<file path="src/rtl/robot_pkg.sv">
// -----------------------------------------------------------------------------
// robot_pkg
// Shared definitions for the differential-drive robot controller:
//   - 3-bit move command encodings (CMD_*)
//   - 2-bit per-wheel drive codes (WHL_*)
//   - power sequencer state type
//   - decode_move(): command -> {left, right} wheel codes
// -----------------------------------------------------------------------------
package robot_pkg;

  // Move commands as presented on move_i.
  localparam logic [2:0] CMD_STAY     = 3'b000;
  localparam logic [2:0] CMD_STAY_ALT = 3'b100;
  localparam logic [2:0] CMD_FWD      = 3'b111;
  localparam logic [2:0] CMD_BWD      = 3'b011;
  localparam logic [2:0] CMD_LEFT     = 3'b101;
  localparam logic [2:0] CMD_RIGHT    = 3'b110;

  // Wheel drive codes. 2'b11 is reserved and never driven.
  localparam logic [1:0] WHL_STOP = 2'b00;
  localparam logic [1:0] WHL_FWD  = 2'b01;
  localparam logic [1:0] WHL_REV  = 2'b10;

  typedef enum logic [1:0] {
    PWR_OFF    = 2'd0,
    PWR_SPINUP = 2'd1,
    PWR_ON     = 2'd2
  } pwr_state_t;

  typedef struct packed {
    logic [1:0] left;
    logic [1:0] right;
  } wheel_pair_t;

  // Any command not listed maps to stop, so the reserved wheel code and
  // unlisted wheel combinations can never be produced.
  function automatic wheel_pair_t decode_move(input logic [2:0] cmd);
    wheel_pair_t w;
    w = '{left: WHL_STOP, right: WHL_STOP};
    case (cmd)
      CMD_FWD:               w = '{left: WHL_FWD, right: WHL_FWD};
      CMD_BWD:               w = '{left: WHL_REV, right: WHL_REV};
      CMD_LEFT:              w = '{left: WHL_REV, right: WHL_FWD};
      CMD_RIGHT:             w = '{left: WHL_FWD, right: WHL_REV};
      CMD_STAY, CMD_STAY_ALT: w = '{left: WHL_STOP, right: WHL_STOP};
      default:               w = '{left: WHL_STOP, right: WHL_STOP};
    endcase
    return w;
  endfunction

endpackage

</file>
<file path="src/rtl/robot_power_seq.sv">
// -----------------------------------------------------------------------------
// robot_power_seq
// Motor power sequencer: OFF -> SPINUP (STARTUP_CYCLES cycles) -> ON.
// Dropping motor_on_i returns to OFF from any state on the same edge.
// Ports:
//   clk_i        in   system clock, rising edge
//   rstn_i       in   asynchronous active-low reset
//   motor_on_i   in   level-sensitive power request
//   motor_status out  registered, 1 only in ON
//   run_en       out  registered, 1 only in ON (gates command execution)
// -----------------------------------------------------------------------------
module robot_power_seq
  import robot_pkg::*;
#(
  parameter int unsigned STARTUP_CYCLES = 1
) (
  input  logic clk_i,
  input  logic rstn_i,
  input  logic motor_on_i,
  output logic motor_status,
  output logic run_en
);

  localparam logic [3:0] CNT_LAST = 4'(STARTUP_CYCLES - 1);

  pwr_state_t state;
  logic [3:0] cnt;

  // NOTE: sequential state uses non-blocking assignments only, and every
  // register here has an async reset value so no state is left undefined.
  always_ff @(posedge clk_i or negedge rstn_i) begin
    if (!rstn_i) begin
      state        <= PWR_OFF;
      cnt          <= '0;
      motor_status <= 1'b0;
      run_en       <= 1'b0;
    end else if (!motor_on_i) begin
      // Power request wins over everything else on this edge.
      state        <= PWR_OFF;
      cnt          <= '0;
      motor_status <= 1'b0;
      run_en       <= 1'b0;
    end else begin
      case (state)
        PWR_OFF: begin
          state <= PWR_SPINUP;
          cnt   <= '0;
        end
        PWR_SPINUP: begin
          if (cnt == CNT_LAST) begin
            state        <= PWR_ON;
            motor_status <= 1'b1;
            run_en       <= 1'b1;
          end else begin
            cnt <= cnt + 4'd1;
          end
        end
        PWR_ON: begin
          motor_status <= 1'b1;
          run_en       <= 1'b1;
        end
        default: begin
          state        <= PWR_OFF;
          cnt          <= '0;
          motor_status <= 1'b0;
          run_en       <= 1'b0;
        end
      endcase
    end
  end

endmodule

</file>
<file path="src/rtl/robot_ctrl.sv">
// -----------------------------------------------------------------------------
// robot_ctrl
// Drive controller for a two-wheel differential robot. Sequences motor power,
// decodes 3-bit move commands into registered per-wheel codes and mirrors the
// forward obstacle sensor.
// Configuration macro: ROBOT_OBSTACLE_STOP_EN
//   defined   - a forward command sampled with tracker_fwrd_i=1 becomes stay
//   undefined - tracker is status-only
// Ports:
//   clk_i            in   system clock, rising edge
//   rstn_i           in   asynchronous active-low reset
//   motor_on_i       in   motor power request (level)
//   motor_status_o   out  1 = motors powered and accepting commands
//   move_i[2:0]      in   move command, sampled every cycle
//   tracker_fwrd_i   in   forward obstacle sensor
//   tracker_status_o out  tracker_fwrd_i delayed one cycle
//   left_motor_o     out  left wheel code (00 stop, 01 fwd, 10 rev)
//   right_motor_o    out  right wheel code
// -----------------------------------------------------------------------------
module robot_ctrl
  import robot_pkg::*;
#(
  parameter int unsigned STARTUP_CYCLES = 1
) (
  input  logic       clk_i,
  input  logic       rstn_i,
  input  logic       motor_on_i,
  output logic       motor_status_o,
  input  logic [2:0] move_i,
  input  logic       tracker_fwrd_i,
  output logic       tracker_status_o,
  output logic [1:0] left_motor_o,
  output logic [1:0] right_motor_o
);

  logic        run_en;
  wheel_pair_t next_wheels;

  robot_power_seq #(
    .STARTUP_CYCLES(STARTUP_CYCLES)
  ) u_power_seq (
    .clk_i       (clk_i),
    .rstn_i      (rstn_i),
    .motor_on_i  (motor_on_i),
    .motor_status(motor_status_o),
    .run_en      (run_en)
  );

  // NOTE: the decode result gets its value on the first line so no path
  // through this block leaves it unassigned (which would infer a latch).
  always_comb begin
    next_wheels = decode_move(move_i);
`ifdef ROBOT_OBSTACLE_STOP_EN
    if (move_i == CMD_FWD && tracker_fwrd_i) begin
      next_wheels = '{left: WHL_STOP, right: WHL_STOP};
    end
`endif
    // Run enable reflects the state at this edge; motor_on_i is checked too
    // so a drop clears the wheels on the same edge the FSM leaves ON.
    if (!(run_en && motor_on_i)) begin
      next_wheels = '{left: WHL_STOP, right: WHL_STOP};
    end
  end

  always_ff @(posedge clk_i or negedge rstn_i) begin
    if (!rstn_i) begin
      left_motor_o     <= WHL_STOP;
      right_motor_o    <= WHL_STOP;
      tracker_status_o <= 1'b0;
    end else begin
      left_motor_o     <= next_wheels.left;
      right_motor_o    <= next_wheels.right;
      tracker_status_o <= tracker_fwrd_i;
    end
  end

endmodule

</file>
<file path="config.mk">
export PLATFORM = sky130hd
export DESIGN_NAME = robot_ctrl
export DESIGN_NICKNAME = d
export VERILOG_FILES = /design/src/rtl/robot_pkg.sv /design/src/rtl/robot_power_seq.sv /design/src/rtl/robot_ctrl.sv
export SDC_FILE = /design/constraint.sdc
export NUM_CORES = 1
export LEC_CHECK = 0
export CORE_AREA = 2 2 39 41
export CTS_CLUSTER_DIAMETER = 120
export DETAILED_ROUTE_END_ITERATION = 10
export DIE_AREA = 0 0 41 43
export PLACE_DENSITY = 0.73
export SETUP_SLACK_MARGIN = 0.4
export SLEW_MARGIN = 20
export SYNTH_ARGS = -nofsm -noshare
export SYNTH_HDL_FRONTEND = slang
export SYNTH_SLANG_ARGS = --single-unit
</file>
<file path="constraint.sdc">
create_clock -name clk_i -period 2.1 [get_ports clk_i]
set_input_delay 0.42 -clock clk_i [delete_from_list [all_inputs] [get_ports clk_i]]
set_output_delay 0.42 -clock clk_i [all_outputs]
set_load 0.005 [all_outputs]
</file>
# Yosys cells after proc, flatten, opt, wreduce, memory -nomap -nowiden
# Index checks and enable logic that the tools add are counted.
classes:
  n_addsub: 1
  eq_ne: 10
  n_mux: 11
  n_reduce_logical: 6
ops:
  columns: ["operator", "count"]
  rows:
  - ["4-bit one-hot mux with 4 select lines", 1]
  - ["4-bit 2-to-1 mux", 3]
  - ["3-bit == test (second input constant)", 3]
  - ["4-bit one-hot mux with 2 select lines", 1]
  - ["2-bit one-hot mux with 3 select lines", 1]
  - ["2-bit AND reduction", 3]
  - ["4-bit by 1-bit adder with 4-bit output (second input constant)", 1]
  - ["4-bit zero test", 1]
  - ["2-bit 2-to-1 mux", 2]
  - ["2-bit != test (second input constant)", 2]
  - ["3-bit by 2-bit == test with 1-bit output (second input constant)", 1]
  - ["3-bit by 2-bit != test with 1-bit output (second input constant)", 1]
  - ["3-bit != test (second input constant)", 1]
  - ["1-bit one-hot mux with 3 select lines", 1]
  - ["2-bit by 1-bit == test with 1-bit output (second input constant)", 1]
  - ["2-bit == test (second input constant)", 1]
  - ["2-bit zero test", 1]
  - ["1-bit 2-to-1 mux", 2]
  - ["1-bit logical AND", 1]
totals:
  register_bits: 12
  input_bits: 7
  wordCells: 34

# Logic depth before layout (Yosys ltp)
logic_depth:
  ltp_word: 4
  depth_mapped: 5
  mapped_depth_nobuf: 5

# Modules after synthesis
# Synthesis repeated with hierarchy kept, for this count alone.
hier_totals:
  cells_unflattened: 64
  area_unflattened_um2: 654.4
by_module_without_submodules:
  columns: ["mod", "instances", "cells_per_inst", "area_each_um2", "seq_area_each_um2"]
  rows:
  - ["robot_power_seq", 1, 52, 478.0, 175.2]
  - ["robot_ctrl", 1, 12, 176.4, 125.1]

# Least setup slack after synthesis
# Ideal clock, no wire load.
synth_timing:
  path_kind: "register to register"
  start: "register u_power_seq.cnt[0]"
  end: "register u_power_seq.motor_status"
  setup_time_ns: 0.079
  arrival_ns: 1.363
  path_slack_ns: 0.658
  stages_incl_launch_ff: 6
  cell_sequence: "dfrtp_1 inv_1 ha_1 or3b_4 a21oi_1 mux2i_1"
synth_between:
  elab_chain_cells: 3
synth_lines:
  columns: ["element", "line", "source"]
  rows:
  - ["start, declared", "robot_power_seq.sv:27", "logic [3:0] cnt;"]
  - ["start signal, assigned", "robot_power_seq.sv:55", "cnt <= cnt + 4'd1;"]
  - ["4-bit zero test", "robot_power_seq.sv:50", "if (cnt == CNT_LAST) begin"]
  - ["3-bit by 2-bit != test with 1-bit output (no line)", null, null]
  - ["2-bit AND reduction (no line)", null, null]
  - ["end signal, assigned", "robot_power_seq.sv:52", "motor_status <= 1'b1;"]
  - ["end signal, assigned", "robot_power_seq.sv:59", "motor_status <= 1'b1;"]
  - ["end signal, assigned", "robot_power_seq.sv:65", "motor_status <= 1'b0;"]
  - ["end, declared", "robot_power_seq.sv:20", "output logic motor_status,"]
# No other way between the ends.
# A chain may end at the register's enable or synchronous reset.

# Final worst setup path
layout_timing:
  start: "register u_power_seq.motor_status"
  end: "output port motor_status_o"
layout_lines:
  columns: ["element", "line", "source"]
  rows:
  - ["start signal, assigned", "robot_power_seq.sv:35", "motor_status <= 1'b0;"]
  - ["start signal, assigned", "robot_power_seq.sv:41", "motor_status <= 1'b0;"]
  - ["start signal, assigned", "robot_power_seq.sv:52", null]
  - ["end, declared", "robot_ctrl.sv:28", "output logic motor_status_o,"]
# No word-level cell between the ends.

==> out/metrics.cfg <==
[logic_synthesis]
synth_most_common_cell = dfrtp_1
synth_cell_types = 21
synth_top_cell_area_share_pct = 48.9
synth-seq-cells = 12
avgSynthCellArea_um2 = 10.6
async_flop_share_pct = 100
synthCells = 58
yosys_warnings = 0
synth_edf_count = 0
synth.yosys.seq_area_share_pct = 48.9
synth_area_um2 = 614
synth-main-ff-cell = dfrtp_1
synth_common_cells = dfrtp_1 (12), nand2_1 (9), ha_1 (5), inv_1 (4), nor2b_1 (3)
synth_top_area_cell = dfrtp_1
synthTopCellsByArea = dfrtp_1 (49%), ha_1 (10%), nand2_1 (5.5%)
syn-num-nets = 70

[status]
outcome = completed

[detailed_routing]
met2WireLength_um = 577
totalWireLength_mm = 1.10
dr.pass1.iters = 4
vias = 492
postRouteAntennaNets = 0
route.detailed.drc = 0
top_layer = met4
viasPerCell = 5.53
wl_met1_um = 465
drt_iter0_markers = 5
wl_met3_um = 43
wl_per_cell_um = 12.4

[floorplan]
fp.dieH_um = 43
dieArea_mm2 = 0.00176
rows = 14
coreArea_mm2 = 0.00138
die_w_um = 41
initial_core_util_pct = 44.4
io_pins = 13

[grt]
grt_use_total_pct = 17.1
grt.overflow.total = 0
antenna_found_initial = 0
grt_pass1_wl_mm = 1.93
grt_pass1_vias = 486
grt_max_degree = 14

[place]
gp_congestion = 0.686
port_buffers = 12
hpwl_um = 838
dpl_cell_area_um2 = 751

[clock_tree]
htree_num_levels = 1
clk_latency_ns = 0.26
cts-buffers-inserted = 3
cts-root-buf = clkbuf_4
cts_buffer_depth = 2
cts_tree = built
cts_num_sinks = 12
clk_pin_slew_ns = 0.07
post-cts-setup-buffers = 0

[timing]
finClkSkew_ns = 0.000265
setup_viol = 0
drv_slew = 0
fin_crit_ns = 1.59
tightestPinTransition_ns = 0.512
period_share_pct = 75.9
whs_ns = 0.493
rsz0062_at_grt = no
fmax_mhz = 627
slew_headroom_pct = 65.8
setup_tns_ns = 0
hold_viol = 0

[power]
p_leak_nw = 0.344
powerDensity_mw_per_mm2 = 908
ir_drop_mv = 0.610

[hold_path]
min_path_type = in -> async

[worst_setup_path]
r2r_start = u_power_seq.cnt[0]
r2r_end = u_power_seq.state[0]
critical_path_arrival_ns = 1.17
critPathSlowestCell = clkdlybuf4s50_1
crit_fanout = 4
cp-end-kind = output pin
path_cells = clkdlybuf4s50_1
cp_slowest_stage_delay_ns = 0.52
required_ns = 1.68
critPathKind = reg -> out
reg2reg_depth = 5
r2r_slack_ns = 0.52
worst-path-buf-inv = 1
crit_family = buffers and inverters
cp-start-kind = flop

[layout]
antennaDiodeCount = 0
design_area_um2 = 791
syn_to_final_growth_pct = 28.7
fillers = 129
drive_above_1_share_pct = 9.59
nNetsFinal = 86

[run]
drv_cap = 0

[where the power goes]
part	total, mW	switching [mW]	internal [mW]
registers	0.290	0.0263	0.264
logic	0.252	0.127	0.125
clock network	0.175	0.0698	0.105
total	0.718	0.223	0.494
[registers in the layout, indices dropped and copies added (netlist names)]
signal                    flops
left_motor_o                  2
right_motor_o                 2
u_power_seq.cnt               4
u_power_seq.state             2
tracker_status_o              1
u_power_seq.motor_status      1
[layer usage]
metal / up-vias / track usage, %
met5: - / 0
met4: 0 / 10.7
met3: 2 / 6.28
met2: 13 / 26.6
met1: 241 / 18.6
li1: 236 / -
[placed cells by master (no fill, tap or decap)]
cell type and n:
clkdlybuf4s50_1 12, dfrtp_1 12, nand2_1 9, ha_1 5
inv_1 4, nor2b_1 3, clkbuf_4 3, and4_1 2
xnor2_1 2, nor3b_1 2, nor2_1 2, mux2i_1 2
nand4b_1 2, a21boi_0 2, o22ai_1 2, or3b_4 1
o221a_2 1, a21oi_2 1, o21ai_0 1, o211ai_1 1
nand4_1 1, a31oi_1 1, a21oi_1 1, clkbuf_8 1
[how the worst max path moves through the flow]
| stage | start | endpoint | slack, ns | depth (start not counted) |
|---|---|---|---|---|
| after global placement | motor_on_i | left_motor_o[1] | 0.50 | 3 |
| after detailed placement | motor_on_i | left_motor_o[1] | 0.51 | 3 |
| after floorplan | u_power_seq.cnt[0] | u_power_seq.motor_status | 0.66 | 5 |
| final | u_power_seq.motor_status | motor_status_o | 0.51 | 1 |
| after global routing | u_power_seq.cnt[0] | u_power_seq.state[0] | 0.43 | 5 |
| after CTS | u_power_seq.motor_status | motor_status_o | 0.50 | 1 |
[metrics by stage]
stage | total power [mW] | cells | utilization, % | worst slack, ns
after global placement | 0.531 | 85 | 54.2 | 0.495
after detailed placement | 0.536 | 85 | 54.2 | 0.506
final | 0.718 | 89 | 57.1 | 0.505
after global routing | 0.770 | 89 | 57.1 | 0.429
after floorplan | 0.451 | 58 | - | 0.658
after CTS | 0.715 | 89 | 56.9 | 0.499
[final cells by class]
type                            count  area, um2  share of cell area [%]
Clock buffer                        4       36.3                    4.59
Tap cell                           16       20.0                    2.53
Inverter                            4       15.0                    1.90
Timing Repair Buffer               12        120                    15.2
Sequential cell                    12        300                    38.0
Multi-Input combinational cell     41        299                    37.8
[logic make-up (layout without fill, tap and decap cells)]
kind of cell	after synthesis	in the layout	share of synthesized area, %
flip-flops	12	12	48.9
AND/OR/NAND/NOR	22	22	20.8
adder cells (fa/ha/maj)	5	5	10.2
XOR/XNOR	2	2	2.85
buffers and inverters	5	20	3.05
AO/OA/AOI/OAI	10	10	11.0
multiplexers	2	2	3.26
[worst register-to-register path, stage by stage (launching register included)]
cell and delay [ns]:
dfrtp_1 0.43, inv_1 0.10, ha_1 0.16, or3b_4 0.42
a21oi_1 0.19, mux2i_1 0.21
[what timing repair did]
action,4_1_cts,5_1_grt
setup endpoints to repair,0,1
hold buffers,0,0
endpoints found under the hold margin,0,0
gates resized for setup,0,1
(Power assumes the default switching activity.)
